[config.mk]
export PLATFORM = sky130hd
export DESIGN_NAME = divider_4_bit_flat
export DESIGN_NICKNAME = d
export VERILOG_FILES = /design/src/rtl/divider_4_bit_if.sv /design/src/rtl/divider_4_bit.sv /design/src/flat_wrapper.sv
export SDC_FILE = /design/constraint.sdc
export NUM_CORES = 1
export LEC_CHECK = 0
export ABC_AREA = 1
export CELL_PAD_IN_SITES_DETAIL_PLACEMENT = 0
export CELL_PAD_IN_SITES_GLOBAL_PLACEMENT = 1
export CORE_MARGIN = 2
export CORE_UTILIZATION = 41
export CTS_BUF_LIST = sky130_fd_sc_hd__clkbuf_2 sky130_fd_sc_hd__clkbuf_4 sky130_fd_sc_hd__clkbuf_8
export CTS_CLUSTER_SIZE = 30
export DETAILED_ROUTE_END_ITERATION = 10
export GPL_TIMING_DRIVEN = 0
export PLACE_DENSITY_LB_ADDON = 0.1
export RECOVER_POWER = 50
export SLEW_MARGIN = 20
export SYNTH_ARGS = -nofsm -noshare
export SYNTH_HDL_FRONTEND = slang
export SYNTH_SLANG_ARGS = --single-unit
export TNS_END_PERCENT = 50
[constraint.sdc]
create_clock -name clk -period 2 [get_ports clk]
set_input_delay 0.2 -clock clk [delete_from_list [all_inputs] [get_ports clk]]
set_output_delay 0.2 -clock clk [all_outputs]
set_load 0.05 [all_outputs]
[src/rtl/divider_4_bit_if.sv]
// Request/result bundle for the 4-bit divider.
// Master drives the operands and start; slave returns the result.
interface divider_4_bit_if;
  logic       start;
  logic [3:0] A;
  logic [3:0] B;
  logic [3:0] Q;
  logic [3:0] R;
  logic       busy;
  logic       done;
  logic       dbz;

  modport master (
    output start, A, B,
    input  Q, R, busy, done, dbz
  );

  modport slave (
    input  start, A, B,
    output Q, R, busy, done, dbz
  );
endinterface

[src/rtl/divider_4_bit.sv]
// Unsigned 4-bit divider: Q = A / B, R = A % B, with start/done handshake.
// Default: iterative restoring, 1 bit/cycle. DIVIDER_FAST_EN: single-cycle array.
module divider_4_bit (
  input  logic           clk,
  input  logic           rst_n,
  divider_4_bit_if.slave bus
);

  logic [3:0] q_q, q_d;
  logic [3:0] r_q, r_d;
  logic       done_q, done_d;
  logic       dbz_q, dbz_d;

`ifdef DIVIDER_FAST_EN

  logic [3:0] arr_quo;
  logic [3:0] arr_p;
  logic [4:0] arr_t;

  // Four unrolled restoring stages on the live operands
  always_comb begin
    arr_quo = '0;
    arr_p   = '0;
    arr_t   = '0;
    for (int i = 3; i >= 0; i--) begin
      arr_t = {arr_p, bus.A[i]};
      if (arr_t >= {1'b0, bus.B}) begin
        arr_p      = 4'(arr_t - {1'b0, bus.B});
        arr_quo[i] = 1'b1;
      end else begin
        arr_p = arr_t[3:0];
      end
    end
  end

  // Every start loads a fresh result at its own edge
  always_comb begin
    q_d    = q_q;
    r_d    = r_q;
    dbz_d  = dbz_q;
    done_d = 1'b0;
    if (bus.start) begin
      done_d = 1'b1;
      dbz_d  = (bus.B == 4'd0);
      if (bus.B == 4'd0) begin
        q_d = 4'hF;
        r_d = bus.A;
      end else begin
        q_d = arr_quo;
        r_d = arr_p;
      end
    end
  end

  assign bus.busy = 1'b0;

`else

  typedef enum logic {
    S_IDLE,
    S_RUN
  } state_e;

  state_e     state_q, state_d;
  logic [1:0] cnt_q, cnt_d;
  logic [3:0] a_q, a_d;
  logic [3:0] b_q, b_d;
  logic [3:0] p_q, p_d;
  logic [3:0] quo_q, quo_d;

  logic [4:0] trial;
  logic       ge;
  logic [3:0] p_step;
  logic [3:0] quo_step;

  // One restoring step: bring down the next dividend bit, MSB first
  always_comb begin
    trial    = {p_q, a_q[2'd3 - cnt_q]};
    ge       = (trial >= {1'b0, b_q});
    p_step   = ge ? 4'(trial - {1'b0, b_q}) : trial[3:0];
    quo_step = {quo_q[2:0], ge};
  end

  // Accept in idle, iterate 4 steps, publish result on the last one
  always_comb begin
    state_d = state_q;
    cnt_d   = cnt_q;
    a_d     = a_q;
    b_d     = b_q;
    p_d     = p_q;
    quo_d   = quo_q;
    q_d     = q_q;
    r_d     = r_q;
    dbz_d   = dbz_q;
    done_d  = 1'b0;
    unique case (state_q)
      S_IDLE: begin
        if (bus.start) begin
          a_d     = bus.A;
          b_d     = bus.B;
          p_d     = '0;
          quo_d   = '0;
          cnt_d   = '0;
          state_d = S_RUN;
        end
      end
      S_RUN: begin
        p_d   = p_step;
        quo_d = quo_step;
        cnt_d = cnt_q + 2'd1;
        if (cnt_q == 2'd3) begin
          state_d = S_IDLE;
          done_d  = 1'b1;
          dbz_d   = (b_q == 4'd0);
          if (b_q == 4'd0) begin
            q_d = 4'hF;
            r_d = a_q;
          end else begin
            q_d = quo_step;
            r_d = p_step;
          end
        end
      end
      default: state_d = S_IDLE;
    endcase
  end

  // Iteration state; reset aborts any division in flight
  always_ff @(posedge clk or negedge rst_n) begin
    if (!rst_n) begin
      state_q <= S_IDLE;
      cnt_q   <= '0;
      a_q     <= '0;
      b_q     <= '0;
      p_q     <= '0;
      quo_q   <= '0;
    end else begin
      state_q <= state_d;
      cnt_q   <= cnt_d;
      a_q     <= a_d;
      b_q     <= b_d;
      p_q     <= p_d;
      quo_q   <= quo_d;
    end
  end

  assign bus.busy = (state_q == S_RUN);

`endif

  // Result registers, held until the next completion
  always_ff @(posedge clk or negedge rst_n) begin
    if (!rst_n) begin
      q_q    <= '0;
      r_q    <= '0;
      done_q <= 1'b0;
      dbz_q  <= 1'b0;
    end else begin
      q_q    <= q_d;
      r_q    <= r_d;
      done_q <= done_d;
      dbz_q  <= dbz_d;
    end
  end

  assign bus.Q    = q_q;
  assign bus.R    = r_q;
  assign bus.done = done_q;
  assign bus.dbz  = dbz_q;

endmodule

[src/flat_wrapper.sv]
// flat-port wrapper written by rule: the top's interface ports become plain ports
module divider_4_bit_flat 
  (clk, rst_n, bus_start, bus_A, bus_B, bus_Q, bus_R, bus_busy, bus_done, bus_dbz);
  divider_4_bit_if bus_i ();
  input  logic clk;
  input  logic rst_n;
  input wire logic [$bits(bus_i.start)-1:0] bus_start;
  input wire logic [$bits(bus_i.A)-1:0] bus_A;
  input wire logic [$bits(bus_i.B)-1:0] bus_B;
  output wire logic [$bits(bus_i.Q)-1:0] bus_Q;
  output wire logic [$bits(bus_i.R)-1:0] bus_R;
  output wire logic [$bits(bus_i.busy)-1:0] bus_busy;
  output wire logic [$bits(bus_i.done)-1:0] bus_done;
  output wire logic [$bits(bus_i.dbz)-1:0] bus_dbz;
  assign bus_i.start = bus_start;
  assign bus_i.A = bus_A;
  assign bus_i.B = bus_B;
  assign bus_Q = bus_i.Q;
  assign bus_R = bus_i.R;
  assign bus_busy = bus_i.busy;
  assign bus_done = bus_i.done;
  assign bus_dbz = bus_i.dbz;
  divider_4_bit u_core (.clk(clk), .rst_n(rst_n), .bus(bus_i));
endmodule
======== Word level (Yosys, flattened, before mapping) ========
Cells that the tools add are included.
storage, ports and cells
  output and inout port bits .............. 11
  flip-flop bits (word level) ............. 28
  input bits .............................. 11
operators by class
  eq/ne operators ......................... 2
  $add $sub $neg .......................... 3
  mux-type cells .......................... 15
  reductions and logical operators ........ 3
  bitwise gates (word level) .............. 1
  magnitude comparators ................... 2
operators with widths
  operator               count
  $mux W4                4
  $pmux W4 S2            1
  $pmux W3 S2            1
  $ge A5 B4 Y1           1
  $mux W1                5
  $logic_not A4 Y1       1
  $pmux W2 S2            1
  $reduce_and A2 Y1      2
  $sub A4 B4 Y4          1
  $lt A2 B3 Y1 const B   1
  $add A2 B1 Y2 const B  1
  $bmux W1 S2            1
  $eq A2 B2 Y1 const B   1
  $mux W2                1
  $ne A2 B2 Y1 const B   1
  $pmux W1 S2            1
  $sub A2 B2 Y2 const A  1
  $not A1 Y1             1

======== Logic depth before layout (Yosys ltp) ========
  depth in word-level cells ............... 6
  depth in mapped cells ................... 16

======== Worst setup path before layout ========
No wires, ideal clock.
  kind .................................... reg2reg
  start ................................... register u_core.cnt_q[0]
  end ..................................... register u_core.r_q[2] (netlist: u_core.bus.R[2])
  arrival time ............................ 1.619 ns
  slack ................................... 0.263 ns
  data required time ...................... 1.882 ns
  stages on the path, launching flop included .. 14
  path through ............................ dfrtp_1 -> inv_2 -> nand2_1 -> nand3_1 -> nand2_1 -> inv_1 -> ha_1 -> inv_1 -> fa_1 -> xor2_1 -> nand2_2 -> nand3_1 -> nand2_1 -> nand2_1
between the ends
  word-level cells in the longest chain between the ends .. 6
RTL lines
  item                                           RTL line                                  text
  from (decl)                                    divider_4_bit.sv:65                       logic [1:0] cnt_q, cnt_d;
  from (signal assigned)                         divider_4_bit.sv:139                      cnt_q <= cnt_d;
  $sub A2 B2 Y2                                  divider_4_bit.sv:78                       trial = {p_q, a_q[2'd3 - cnt_q]};
  $bmux W1 S2                                    divider_4_bit.sv:78
  $mux W1 (implied by the code)                  divider_4_bit.sv:78
  $sub A4 B4 Y4 or $ge A5 B4 Y1 (tied branches)  divider_4_bit.sv:80, divider_4_bit.sv:79
  $mux W4                                        divider_4_bit.sv:80                       p_step = ge ? 4'(trial - {1'b0, b_q}) : trial[3:0];
  $mux W4                                        divider_4_bit.sv:115                      if (b_q == 4'd0) begin
  to (signal assigned)                           divider_4_bit.sv:160                      r_q <= r_d;
  to (decl)                                      divider_4_bit.sv:10                       logic [3:0] r_q, r_d;
Parallel ways exist; a longest one is shown, timed or not. The select of a mux whose other input is x is not followed.
A chain may end at the register's enable or synchronous reset.

======== Worst setup path after layout ========
Ends and elaborated chain as after synthesis.

==> impl_metrics.py <==
metrics = {
    "detailed_routing": {
        "drc": 0,
        "dr_total_vias": 1121,
        "viasPerCell": 4.61,
        "drtAntennaViolNets": 0,
        "postRouteWirelength_mm": 2.74,
        "first_pass_iters": 4,
        "wl_per_cell_um": 11.3,
        "dr.first_iter.drc_count": 69,
    },
    "final_layout": {
        "final_nets": 215,
        "drive_gt1_share_pct": 17.8,
        "synthToLayoutAreaGrowth_pct": 25.9,
        "diodes": 0,
        "layout_commonest_cell": "nand2_1",
        "layout_common_cells": "41 x nand2_1, 27 x dfrtp_1, 20 x clkdlybuf4s50_1",
        "nFillCells": 334,
    },
    "sta": {
        "final_max_slew_viol_count": 0,
        "fmax_mhz": 536,
        "timing.hold.ws_ps": 411,
        "worst_pin_slew_ps": 629,
        "relSlewSlack_pct": 58.0,
        "hold_viol_final": 0,
        "rsz0062_at_grt": "false",
        "fin_skew_ps": 6.39,
        "final.setup.tns_ps": 0,
        "layout_min_cycle_time_ps": 1870,
        "final.period_utilization_pct": 93.3,
        "setup_violations": 0,
    },
    "worst_setup_path": {
        "r2r_end": "u_core.bus.R[2]$_DFFE_PN0P_",
        "setup.worst_path.start": "u_core.cnt_q[0]$_DFFE_PN0P_",
        "cp_data_required_time_ps": 2230,
        "r2r_setup_slack_ps": 130,
        "r2r-start": "u_core.cnt_q[0]$_DFFE_PN0P_",
        "r2r_cells": 13,
        "cp_max_fo": 5,
        "cp-end-kind": "flip-flop",
        "worstSetupEndpoint": "u_core.bus.R[2]$_DFFE_PN0P_",
        "path_class": "flip-flop to flip-flop",
        "startpoint_type": "flip-flop",
        "cp.arrival_ps": 2100,
    },
    "logic_synthesis": {
        "ys_warn_count": 0,
        "synth_top_cell_area_share_pct": 49.5,
        "synth_area_leaders": "dfrtp_1 50%, nand2_1 11%, inv_1 4.8%, ha_1 4.4%, nand3_1 4.2%",
        "synth_top_cell_by_area": "dfrtp_1",
        "synthSimpleGateAreaFrac_pct": 26.7,
        "synthAdderAreaFrac_pct": 5.84,
        "syn_area_sq_um": 1420,
        "postSynthAreaPerCell_sq_um": 8.47,
        "synth-xor-area-share_pct": 0.619,
        "synth_top_family_by_area": "simple AND/OR/NAND/NOR gates",
        "syn_inst": 167,
        "synthMuxAreaShare_pct": 0.796,
        "synth_nets": 184,
        "ys_seq_area_share_pct": 49.5,
        "synth-seq-cells": 28,
        "synth_compound_area_share_pct": 7.96,
        "synth_cell_types": 24,
    },
    "place": {
        "io_buffers": 21,
        "gp_congestion": 0.784,
        "dpl.hpwl_mm": 2.09,
    },
    "floorplan": {
        "rows": 21,
        "start_util_pct": 42.4,
        "die_x_um": 62.8,
        "core_area_sq_um": 3340,
        "design.die.area_sq_um": 3940,
        "io-pin-count": 22,
        "die_h_um": 62.8,
    },
    "cts": {
        "clock_latency_ps": 320,
        "clock_sinks": 28,
        "numCtsBuffers": 3,
        "cts_tree": "done",
        "htreeDepth": 1,
        "clockBufferDepth": 2,
        "clk_pin_slew_ps": 150,
        "cts-root-buf": "clkbuf_4",
    },
    "global_route": {
        "antenna_found_initial": 0,
        "grt_pass1_wl_mm": 4.85,
        "grt_pass1_vias": 1025,
        "grt_usage_pct": 15.6,
        "gr-total-overflow": 0,
        "grt_max_degree": 29,
    },
    "job": {
        "cap_violations": 0,
    },
    "worst_hold_path": {
        "hp-class": "input port to async pin",
    },
    "run_status": {
        "outcome": "completed",
    },
}
## synth_stat cells (all sizes together)
master  number
nor2        16
fa           1
nand2       52
ha           5
o22ai        3
dfrtp       28
a21oi       11
o21ai        7
buf          3
mux2         1
xor2         1
nand3       13
clkinv       1
inv         25
## layout make-up
cell class	count	area (sq um)	area share, %
Inverter	26	97.6	5.48
Sequential cell	28	702	39.4
Tap cell	46	57.6	3.23
Clock inverter	1	30.0	1.69
Timing Repair Buffer	26	245	13.8
Multi-Input combinational cell	110	604	33.9
Clock buffer	3	22.5	1.26
Buffer	3	22.5	1.26
## logic make-up after synthesis
logic type | Yosys count
adders and majority gates | 6
DFF | 28
xor gates and xnor gates | 1
AOI/OAI and AO/OA | 21
buffers and inverters | 29
and+or+nand+nor | 81
muxes | 1
## per-stage QoR
stage | area [sq um] | worst slack [ps] | util (%) | std cells
after CTS | 1740 | 47.6 | 52.2 | 239
final | 1780 | 133 | 53.4 | 243
after global routing | 1780 | 12.0 | 53.4 | 243
after floorplan | 1420 | 263 | - | 167
after global placement | 1680 | 102 | 50.4 | 234
after detailed placement | 1680 | 83.2 | 50.3 | 234
## state kept, by name, indices dropped and copies added (netlist names)
register / cells
u_core.a_q: 4
u_core.b_q: 4
u_core.bus.Q: 4
u_core.bus.R: 4
u_core.bus.busy: 1
u_core.bus.dbz: 1
u_core.bus.done: 1
u_core.cnt_q: 2
u_core.p_q: 4
u_core.quo_q: 3
## layer usage
layer  GRT usage [%]  routed length, um  up-vias
met5               0                  0        -
met4            5.00                 28        0
met2            25.7               1210       25
met1            21.4               1400      507
li1                -                  -      585
met3            2.16                 98        4
## worst max-delay path: stages (launching register included)
cell and delay [ps]:
dfrtp_2 480, inv_2 70, nand2_1 50, nand3_1 80, nand2_2 60, inv_1 50, ha_1 170, inv_2 50
fa_2 330, xor2_1 170, nand2_2 80, nand3_1 70, nand2_1 80, nand2_1 40
## worst min path at each step
| stage | start | to | slack [ps] |
|---|---|---|---|
| after CTS | rst_n | u_core.bus.done$_DFF_PN0_ | 410 |
| final | rst_n | u_core.b_q[1]$_DFFE_PN0P_ | 410 |
| after floorplan | rst_n | u_core.a_q[0]$_DFFE_PN0P_ | -100 |
| after global routing | bus_A[2] | u_core.a_q[2]$_DFFE_PN0P_ | 410 |
| after detailed placement | rst_n | u_core.p_q[3]$_DFFE_PN0P_ | 250 |
| after global placement | u_core.bus.R[3]$_DFFE_PN0P_ | u_core.bus.R[3]$_DFFE_PN0P_ | 460 |
## timing repair
action	in CTS	in global routing
hold buffers	1	0
setup buffers	0	4
gates resized for setup	0	7
hold endpoints to repair	28	0
endpoints found under the setup margin	0	8
Power is left out: the tool's default activity adds up to more than one toggle a clock period on the data nets, which glitch-free logic cannot reach.
